<file path="config.mk">
export PLATFORM = sky130hd
export DESIGN_NAME = param_mac_engine
export DESIGN_NICKNAME = d
export VERILOG_FILES = /design/src/rtl/param_mac_engine.sv
export SDC_FILE = /design/constraint.sdc
export NUM_CORES = 2
export LEC_CHECK = 0
export CORE_ASPECT_RATIO = 0.9
export CORE_UTILIZATION = 60
export DETAILED_ROUTE_END_ITERATION = 6
export PLACE_DENSITY = 0.9
export SYNTH_ARGS = -nofsm -noshare
export SYNTH_HDL_FRONTEND = slang
export SYNTH_SLANG_ARGS = --single-unit
</file>
<file path="constraint.sdc">
create_clock -name clk -period 20.1 [get_ports clk]
set_input_delay 3.015 -clock clk [delete_from_list [all_inputs] [get_ports clk]]
set_output_delay 3.015 -clock clk [all_outputs]
set_load 0.02 [all_outputs]
</file>
<file path="src/rtl/param_mac_engine.sv">
// param_mac_engine
//   Matrix-product engine: R[i][j] = sum_k IN[i][k] * WT[j][k].
//   Each matrix starts at a header word {rows, cols}. Its elements follow
//   row-major from base+1, one per word, in the low DATA_W bits.
//   Results are written i-major to res_base + i*wt_rows + j.
//
//   Build option: define PARAM_MAC_SATURATE_EN to saturate each result to the
//   signed 2*DATA_W range. Without it, the low 2*DATA_W accumulator bits are
//   written (wrap).
//
// Ports
//   clk, reset                  clock, synchronous active-high reset
//   start / ready / done / err  job handshake; err flags a rejected job
//   in_base, wt_base, res_base  header addresses and first result address
//   in_rd_addr / in_rd_data     input-matrix SRAM read port (RD_LAT latency)
//   wt_rd_addr / wt_rd_data     weight-matrix SRAM read port (RD_LAT latency)
//   res_wr_en/_addr/_data       result write port
//   in_rows..wt_cols            dimensions captured from the last headers
module param_mac_engine #(
  parameter int DATA_W = 16,
  parameter int ADDR_W = 12,
  parameter int ACC_W  = 40,
  parameter int RD_LAT = 1
) (
  input  logic              clk,
  input  logic              reset,
  input  logic              start,
  output logic              ready,
  output logic              done,
  output logic              err,
  input  logic [ADDR_W-1:0] in_base,
  input  logic [ADDR_W-1:0] wt_base,
  input  logic [ADDR_W-1:0] res_base,
  output logic [ADDR_W-1:0] in_rd_addr,
  output logic [ADDR_W-1:0] wt_rd_addr,
  input  logic [2*DATA_W-1:0] in_rd_data,
  input  logic [2*DATA_W-1:0] wt_rd_data,
  output logic              res_wr_en,
  output logic [ADDR_W-1:0] res_wr_addr,
  output logic [2*DATA_W-1:0] res_wr_data,
  output logic [DATA_W-1:0] in_rows,
  output logic [DATA_W-1:0] in_cols,
  output logic [DATA_W-1:0] wt_rows,
  output logic [DATA_W-1:0] wt_cols
);

  localparam int PW = 2 * DATA_W;
  localparam logic [2:0] HDR_LAST   = 3'(RD_LAT - 1);
  localparam logic [2:0] DRAIN_LAST = 3'(RD_LAT + 1);
  localparam logic [DATA_W-1:0] ONE_D = DATA_W'(1);
  localparam logic [ADDR_W-1:0] ONE_A = ADDR_W'(1);

  typedef enum logic [2:0] {IDLE, HDR_RD, HDR_SAVE, DOT_ISSUE, DOT_DRAIN, WRITE, FINISH} state_t;

  state_t              state_reg;
  logic                ready_reg, done_reg, err_reg, res_wr_en_reg;
  logic [ADDR_W-1:0]   res_wr_addr_reg, in_rd_addr_reg, wt_rd_addr_reg;
  logic [PW-1:0]       res_wr_data_reg;
  logic [ADDR_W-1:0]   in_base_reg, wt_base_reg, res_base_reg;
  logic [ADDR_W-1:0]   in_row_ptr_reg, wt_row_ptr_reg, res_addr_reg;
  logic [DATA_W-1:0]   in_rows_reg, in_cols_reg, wt_rows_reg, wt_cols_reg;
  logic [DATA_W-1:0]   i_reg, j_reg, k_reg;
  logic [2:0]          wait_cnt_reg;

  // Header fields straight off the read ports (valid in HDR_SAVE)
  logic [DATA_W-1:0] hdr_in_rows, hdr_in_cols, hdr_wt_rows, hdr_wt_cols;
  logic              hdr_bad;
  assign hdr_in_rows = in_rd_data[PW-1:DATA_W];
  assign hdr_in_cols = in_rd_data[DATA_W-1:0];
  assign hdr_wt_rows = wt_rd_data[PW-1:DATA_W];
  assign hdr_wt_cols = wt_rd_data[DATA_W-1:0];
  assign hdr_bad = (hdr_in_cols != hdr_wt_cols) || (hdr_in_rows == '0) || (hdr_in_cols == '0) ||
                   (hdr_wt_rows == '0) || (hdr_wt_cols == '0);

  logic last_k, last_j, last_i;
  assign last_k = (k_reg == in_cols_reg - ONE_D);
  assign last_j = (j_reg == wt_rows_reg - ONE_D);
  assign last_i = (i_reg == in_rows_reg - ONE_D);

  // Row pointers for the next (i,j): the input row only moves when j wraps
  logic [ADDR_W-1:0] in_cols_a, wt_cols_a, in_ptr_next, wt_ptr_next;
  assign in_cols_a = ADDR_W'(in_cols_reg);
  assign wt_cols_a = ADDR_W'(wt_cols_reg);
  always_comb begin
    in_ptr_next = in_row_ptr_reg;
    wt_ptr_next = wt_row_ptr_reg + wt_cols_a;
    if (last_j) begin
      in_ptr_next = in_row_ptr_reg + in_cols_a;
      wt_ptr_next = wt_base_reg + ONE_A;
    end
  end

  // ---------------- MAC datapath ----------------
  // Issue tags travel RD_LAT stages so they line up with the returned data.
  logic issue_vld, issue_first;
  assign issue_vld   = (state_reg == DOT_ISSUE);
  assign issue_first = (state_reg == DOT_ISSUE) && (k_reg == '0);

  logic [RD_LAT:0] vld_tap, first_tap;
  assign vld_tap[0]   = issue_vld;
  assign first_tap[0] = issue_first;

  generate
    for (genvar gi = 0; gi < RD_LAT; gi++) begin : g_lat
      logic vld_reg, first_reg;
      always_ff @(posedge clk) begin
        if (reset) begin
          vld_reg   <= 1'b0;
          first_reg <= 1'b0;
        end else begin
          vld_reg   <= vld_tap[gi];
          first_reg <= first_tap[gi];
        end
      end
      assign vld_tap[gi+1]   = vld_reg;
      assign first_tap[gi+1] = first_reg;
    end
  endgenerate

  logic signed [DATA_W-1:0] in_data_reg, wt_data_reg;
  logic                     mac_vld_reg, mac_first_reg;
  logic signed [ACC_W-1:0]  acc_reg;
  logic signed [PW-1:0]     prod;
  logic signed [ACC_W-1:0]  prod_ext;
  assign prod     = PW'(in_data_reg) * PW'(wt_data_reg);
  assign prod_ext = ACC_W'(prod);

  always_ff @(posedge clk) begin
    if (reset) begin
      in_data_reg   <= '0;
      wt_data_reg   <= '0;
      mac_vld_reg   <= 1'b0;
      mac_first_reg <= 1'b0;
      acc_reg       <= '0;
    end else begin
      in_data_reg   <= in_rd_data[DATA_W-1:0];
      wt_data_reg   <= wt_rd_data[DATA_W-1:0];
      mac_vld_reg   <= vld_tap[RD_LAT];
      mac_first_reg <= first_tap[RD_LAT];
      if (mac_vld_reg)
        acc_reg <= mac_first_reg ? prod_ext : acc_reg + prod_ext;
    end
  end

  // Result reduction to the write width
  logic [PW-1:0] res_reduced;
`ifdef PARAM_MAC_SATURATE_EN
  logic [ACC_W-PW:0] acc_top;
  assign acc_top = acc_reg[ACC_W-1:PW-1];
  always_comb begin
    res_reduced = acc_reg[PW-1:0];
    // Fits only when every bit above the result sign matches it
    if (!((&acc_top) || !(|acc_top)))
      res_reduced = acc_reg[ACC_W-1] ? {1'b1, {(PW-1){1'b0}}} : {1'b0, {(PW-1){1'b1}}};
  end
`else
  assign res_reduced = acc_reg[PW-1:0];
`endif

  // ---------------- control FSM ----------------
  always_ff @(posedge clk) begin
    if (reset) begin
      state_reg       <= IDLE;
      ready_reg       <= 1'b1;
      done_reg        <= 1'b0;
      err_reg         <= 1'b0;
      res_wr_en_reg   <= 1'b0;
      res_wr_addr_reg <= '0;
      res_wr_data_reg <= '0;
      in_rd_addr_reg  <= '0;
      wt_rd_addr_reg  <= '0;
      in_base_reg     <= '0;
      wt_base_reg     <= '0;
      res_base_reg    <= '0;
      in_row_ptr_reg  <= '0;
      wt_row_ptr_reg  <= '0;
      res_addr_reg    <= '0;
      in_rows_reg     <= '0;
      in_cols_reg     <= '0;
      wt_rows_reg     <= '0;
      wt_cols_reg     <= '0;
      i_reg           <= '0;
      j_reg           <= '0;
      k_reg           <= '0;
      wait_cnt_reg    <= '0;
    end else begin
      done_reg      <= 1'b0;
      res_wr_en_reg <= 1'b0;
      case (state_reg)
        IDLE: if (start) begin
          in_base_reg    <= in_base;
          wt_base_reg    <= wt_base;
          res_base_reg   <= res_base;
          in_rd_addr_reg <= in_base;
          wt_rd_addr_reg <= wt_base;
          err_reg        <= 1'b0;
          ready_reg      <= 1'b0;
          wait_cnt_reg   <= '0;
          state_reg      <= HDR_RD;
        end
        HDR_RD: begin
          if (wait_cnt_reg == HDR_LAST) state_reg <= HDR_SAVE;
          else wait_cnt_reg <= wait_cnt_reg + 3'd1;
        end
        HDR_SAVE: begin
          in_rows_reg <= hdr_in_rows;
          in_cols_reg <= hdr_in_cols;
          wt_rows_reg <= hdr_wt_rows;
          wt_cols_reg <= hdr_wt_cols;
          if (hdr_bad) begin
            err_reg   <= 1'b1;
            done_reg  <= 1'b1;
            state_reg <= FINISH;
          end else begin
            i_reg          <= '0;
            j_reg          <= '0;
            k_reg          <= '0;
            in_row_ptr_reg <= in_base_reg + ONE_A;
            wt_row_ptr_reg <= wt_base_reg + ONE_A;
            in_rd_addr_reg <= in_base_reg + ONE_A;
            wt_rd_addr_reg <= wt_base_reg + ONE_A;
            res_addr_reg   <= res_base_reg;
            state_reg      <= DOT_ISSUE;
          end
        end
        DOT_ISSUE: begin
          if (last_k) begin
            wait_cnt_reg <= '0;
            state_reg    <= DOT_DRAIN;
          end else begin
            k_reg          <= k_reg + ONE_D;
            in_rd_addr_reg <= in_rd_addr_reg + ONE_A;
            wt_rd_addr_reg <= wt_rd_addr_reg + ONE_A;
          end
        end
        DOT_DRAIN: begin
          // Accumulator is final on the last drain cycle
          if (wait_cnt_reg == DRAIN_LAST) begin
            res_wr_en_reg   <= 1'b1;
            res_wr_addr_reg <= res_addr_reg;
            res_wr_data_reg <= res_reduced;
            state_reg       <= WRITE;
          end else begin
            wait_cnt_reg <= wait_cnt_reg + 3'd1;
          end
        end
        WRITE: begin
          k_reg        <= '0;
          res_addr_reg <= res_addr_reg + ONE_A;
          if (last_j && last_i) begin
            done_reg  <= 1'b1;
            state_reg <= FINISH;
          end else begin
            j_reg          <= last_j ? '0 : j_reg + ONE_D;
            i_reg          <= last_j ? i_reg + ONE_D : i_reg;
            in_row_ptr_reg <= in_ptr_next;
            wt_row_ptr_reg <= wt_ptr_next;
            in_rd_addr_reg <= in_ptr_next;
            wt_rd_addr_reg <= wt_ptr_next;
            state_reg      <= DOT_ISSUE;
          end
        end
        FINISH: begin
          ready_reg <= 1'b1;
          state_reg <= IDLE;
        end
        default: state_reg <= IDLE;
      endcase
    end
  end

  assign ready       = ready_reg;
  assign done        = done_reg;
  assign err         = err_reg;
  assign in_rd_addr  = in_rd_addr_reg;
  assign wt_rd_addr  = wt_rd_addr_reg;
  assign res_wr_en   = res_wr_en_reg;
  assign res_wr_addr = res_wr_addr_reg;
  assign res_wr_data = res_wr_data_reg;
  assign in_rows     = in_rows_reg;
  assign in_cols     = in_cols_reg;
  assign wt_rows     = wt_rows_reg;
  assign wt_cols     = wt_cols_reg;

endmodule

</file>
==> flow_summary.ini <==
[cts]
clk_pin_slew_ns = 0.06
ctsHoldBuffers = 0
clk_latency_ns = 0.57
ctsResizeCount = 0
cts-htree-levels = 2
cts_root_buf = clkbuf_16
cts_tree = done
cts_setup_buffers = 0
clockBufferDepth = 3
cts_sinks = 330
cts_made_buffers = 37

[synthesis]
synthXorXnorAreaFrac_pct = 6.771
synth_adder_area_share_pct = 25.33
syn_avg_cell_area_um2 = 8.158
synth_top_area_cell = dfxtp_1
synth_area_leaders = dfxtp_1, fa_1, nand2_1, ha_1, a21oi_1
synth-simple-area-share_pct = 22.02
syn_nets = 4008
synth_top_area_share_pct = 23.22
synth_top_family_by_area = adder cells
yosysMostFrequentCell = nand2_1
synth.mux.area_fraction_pct = 1.328
ys_seq_elements = 330
yosysWarnings = 0
syn-instance-count = 3488
ys_types = 93
synth_edf_count = 0
async_flop_share_pct = 0
yosys_most_used_dff = dfxtp_1
synth_common_cells = nand2_1, inv_1, dfxtp_1
ys_seq_area_share_pct = 23.22
synth-compound-area-share_pct = 14.09
synth_area_um2 = 28460

[setup_path]
crit_family = adder cells
r2r-start = in_data_reg[15]$_SDFF_PP0_
cp-start-kind = flip-flop
crit_type = reg2reg
critPathMaxFanout = 16
path_buf_inv = 5
slowest_stage = fa_1
critPathLaunch = in_data_reg[15]$_SDFF_PP0_
cp_slowest_stage_delay_ns = 0.72
crit_required_ns = 20.50
worst_setup_path_end_kind = flip-flop
crit_top_cell = fa_1
cp.arrival_ns = 9.16

[floorplan]
num_io_pins = 239
die-area_um2 = 48300
core_area_um2 = 46730
die_y_um = 208.6
die_x_um = 231.6
core.rowCount = 75
start_util_pct = 60.89

[finish]
seq_area_um2 = 6608
multi_input_area_um2 = 19820
area_delta_synth_final_pct = 13.51
final_cells = 4260
n_antenna_cell = 0
nFillCells = 3602
drive_gt1_share_pct = 3.430
fin_nets = 4140

[timing]
slew-limit-headroom_pct = 22.41
clock-skew-final_ns = 0.02058
finalHoldViolCount = 0
tightestPinTransition_ns = 1.164
period_share_pct = 43.58
fin_tns_setup_ns = 0
finalMaxSlewViolations = 0
fin_crit_ns = 8.760
rsz0062_at_grt = no
fmaxAchievable_ghz = 0.1142
setup_viol = 0

[global_routing]
grt_use_total_pct = 34.15
antenna_found_initial = 0
overflow = 0
grt_pass1_wl_mm = 132.5
grt_max_degree = 123
grt_pass1_vias = 25620

[route]
drc = 0
drt_iter0_markers = 2353
vias = 25820
viasPerCell = 6.062
ant_nets = 0
wl_per_cell_um = 19.30
first_pass_iters = 7
routed_wl_mm = 82.22

[place]
gp_congestion = 0.9707
dp_hpwl_mm = 60.98
dp_cells = 4197
io_buffers = 238

[worst_hold_path]
min_from = res_wr_data[6]$_SDFFE_PP0P_
hp-class = reg2reg

[status]
status = completed

[power]
power.density_nw_per_um2 = 90.30
leakage_nw = 13.79
irDropWorstVdd_mv = 0.09764

[run]
drv_cap = 0
tightest hold or removal path: stages, from the launching register on:
cell and delay [ns]:
dfxtp_1 0.30, nand2_1 0.05, a21oi_1 0.05
per-layer routing:
metal | track usage (%) | up-vias | routed length, um
met1 | 43.11 | 12370 | 31840
li1 | - | 11820 | -
met5 | 0 | - | 0
met3 | 6.496 | 287 | 7434
met4 | 16.04 | 0 | 3994
met2 | 56.39 | 1346 | 38960
metrics by stage:
step	power [mW]	hold WS [ns]	setup WS (ns)	instance area [um^2]	utilization, %
global placement	2.167	0.4412	11.78	31110	66.57
finish	2.917	0.4526	11.34	32300	69.12
floorplan	1.826	0.4138	12.38	28460	-
detailed placement	2.211	0.4465	11.57	31110	66.57
CTS	2.894	0.4540	11.51	32300	69.12
global route	3.103	0.4693	10.83	32300	69.12
path summary, 6_finish.rpt:
kind	endpoint	slack, ns	cells after the start
max reg2reg	acc_reg[31]$_SDFFE_PP0P_	11.34	28
min reg2reg	res_wr_data[6]$_SDFFE_PP0P_	0.45	2
min	res_wr_data[6]$_SDFFE_PP0P_	0.45	2
max	acc_reg[31]$_SDFFE_PP0P_	11.34	28
cell type report:
type                    instances  area share, %
well taps                     616          2.386
repair buffers                256          7.809
clock buffers                  55          3.482
inverters                     371          4.311
multi-input cells            2624          61.35
flip-flops and latches        330          20.46
clock inverters                 8         0.2053
power by group:
group	internal (mW)	total (mW)	switching [mW]	leakage (nW)
registers	0.708	0.798	0.0904	2.68
logic	0.572	1.44	0.869	10.5
clock network	0.388	0.678	0.290	0.595
total	1.67	2.92	1.25	13.8
cell usage in the layout, fill, tap and decap left out, types with 11 or more instances in the layout:
master,netlist,routed
a21o_1,38,38
fa_1,265,265
a31oi_1,23,23
clkbuf_16,0,38
and4_1,11,11
inv_1,369,369
ha_1,152,152
clkdlybuf4s50_1,0,237
o211ai_1,30,30
dfxtp_1,330,329
a311oi_1,12,12
mux2i_1,31,31
xnor2_1,124,124
buf_4,5,18
nand2_1,562,561
nor4_1,36,36
nand3_1,65,65
and3_1,37,37
o21ai_0,87,87
o31ai_1,12,12
xor2_1,96,96
nand4_1,32,32
nand2b_1,18,18
clkbuf_8,0,11
nor3_1,50,50
nor2b_1,49,49
or3_1,20,20
o21a_1,12,12
and2_1,141,141
nor2_1,219,217
a211oi_1,37,37
a21oi_1,287,287
kinds of logic after synthesis:
kind of cell    count (synthesis)
buf+inv                       534
simple gates                 1306
xor+xnor                      220
mux                            37
fa+ha+maj                     417
flops                         330
compound gates                644
No activity file was read; power rests on OpenSTA's default activity.
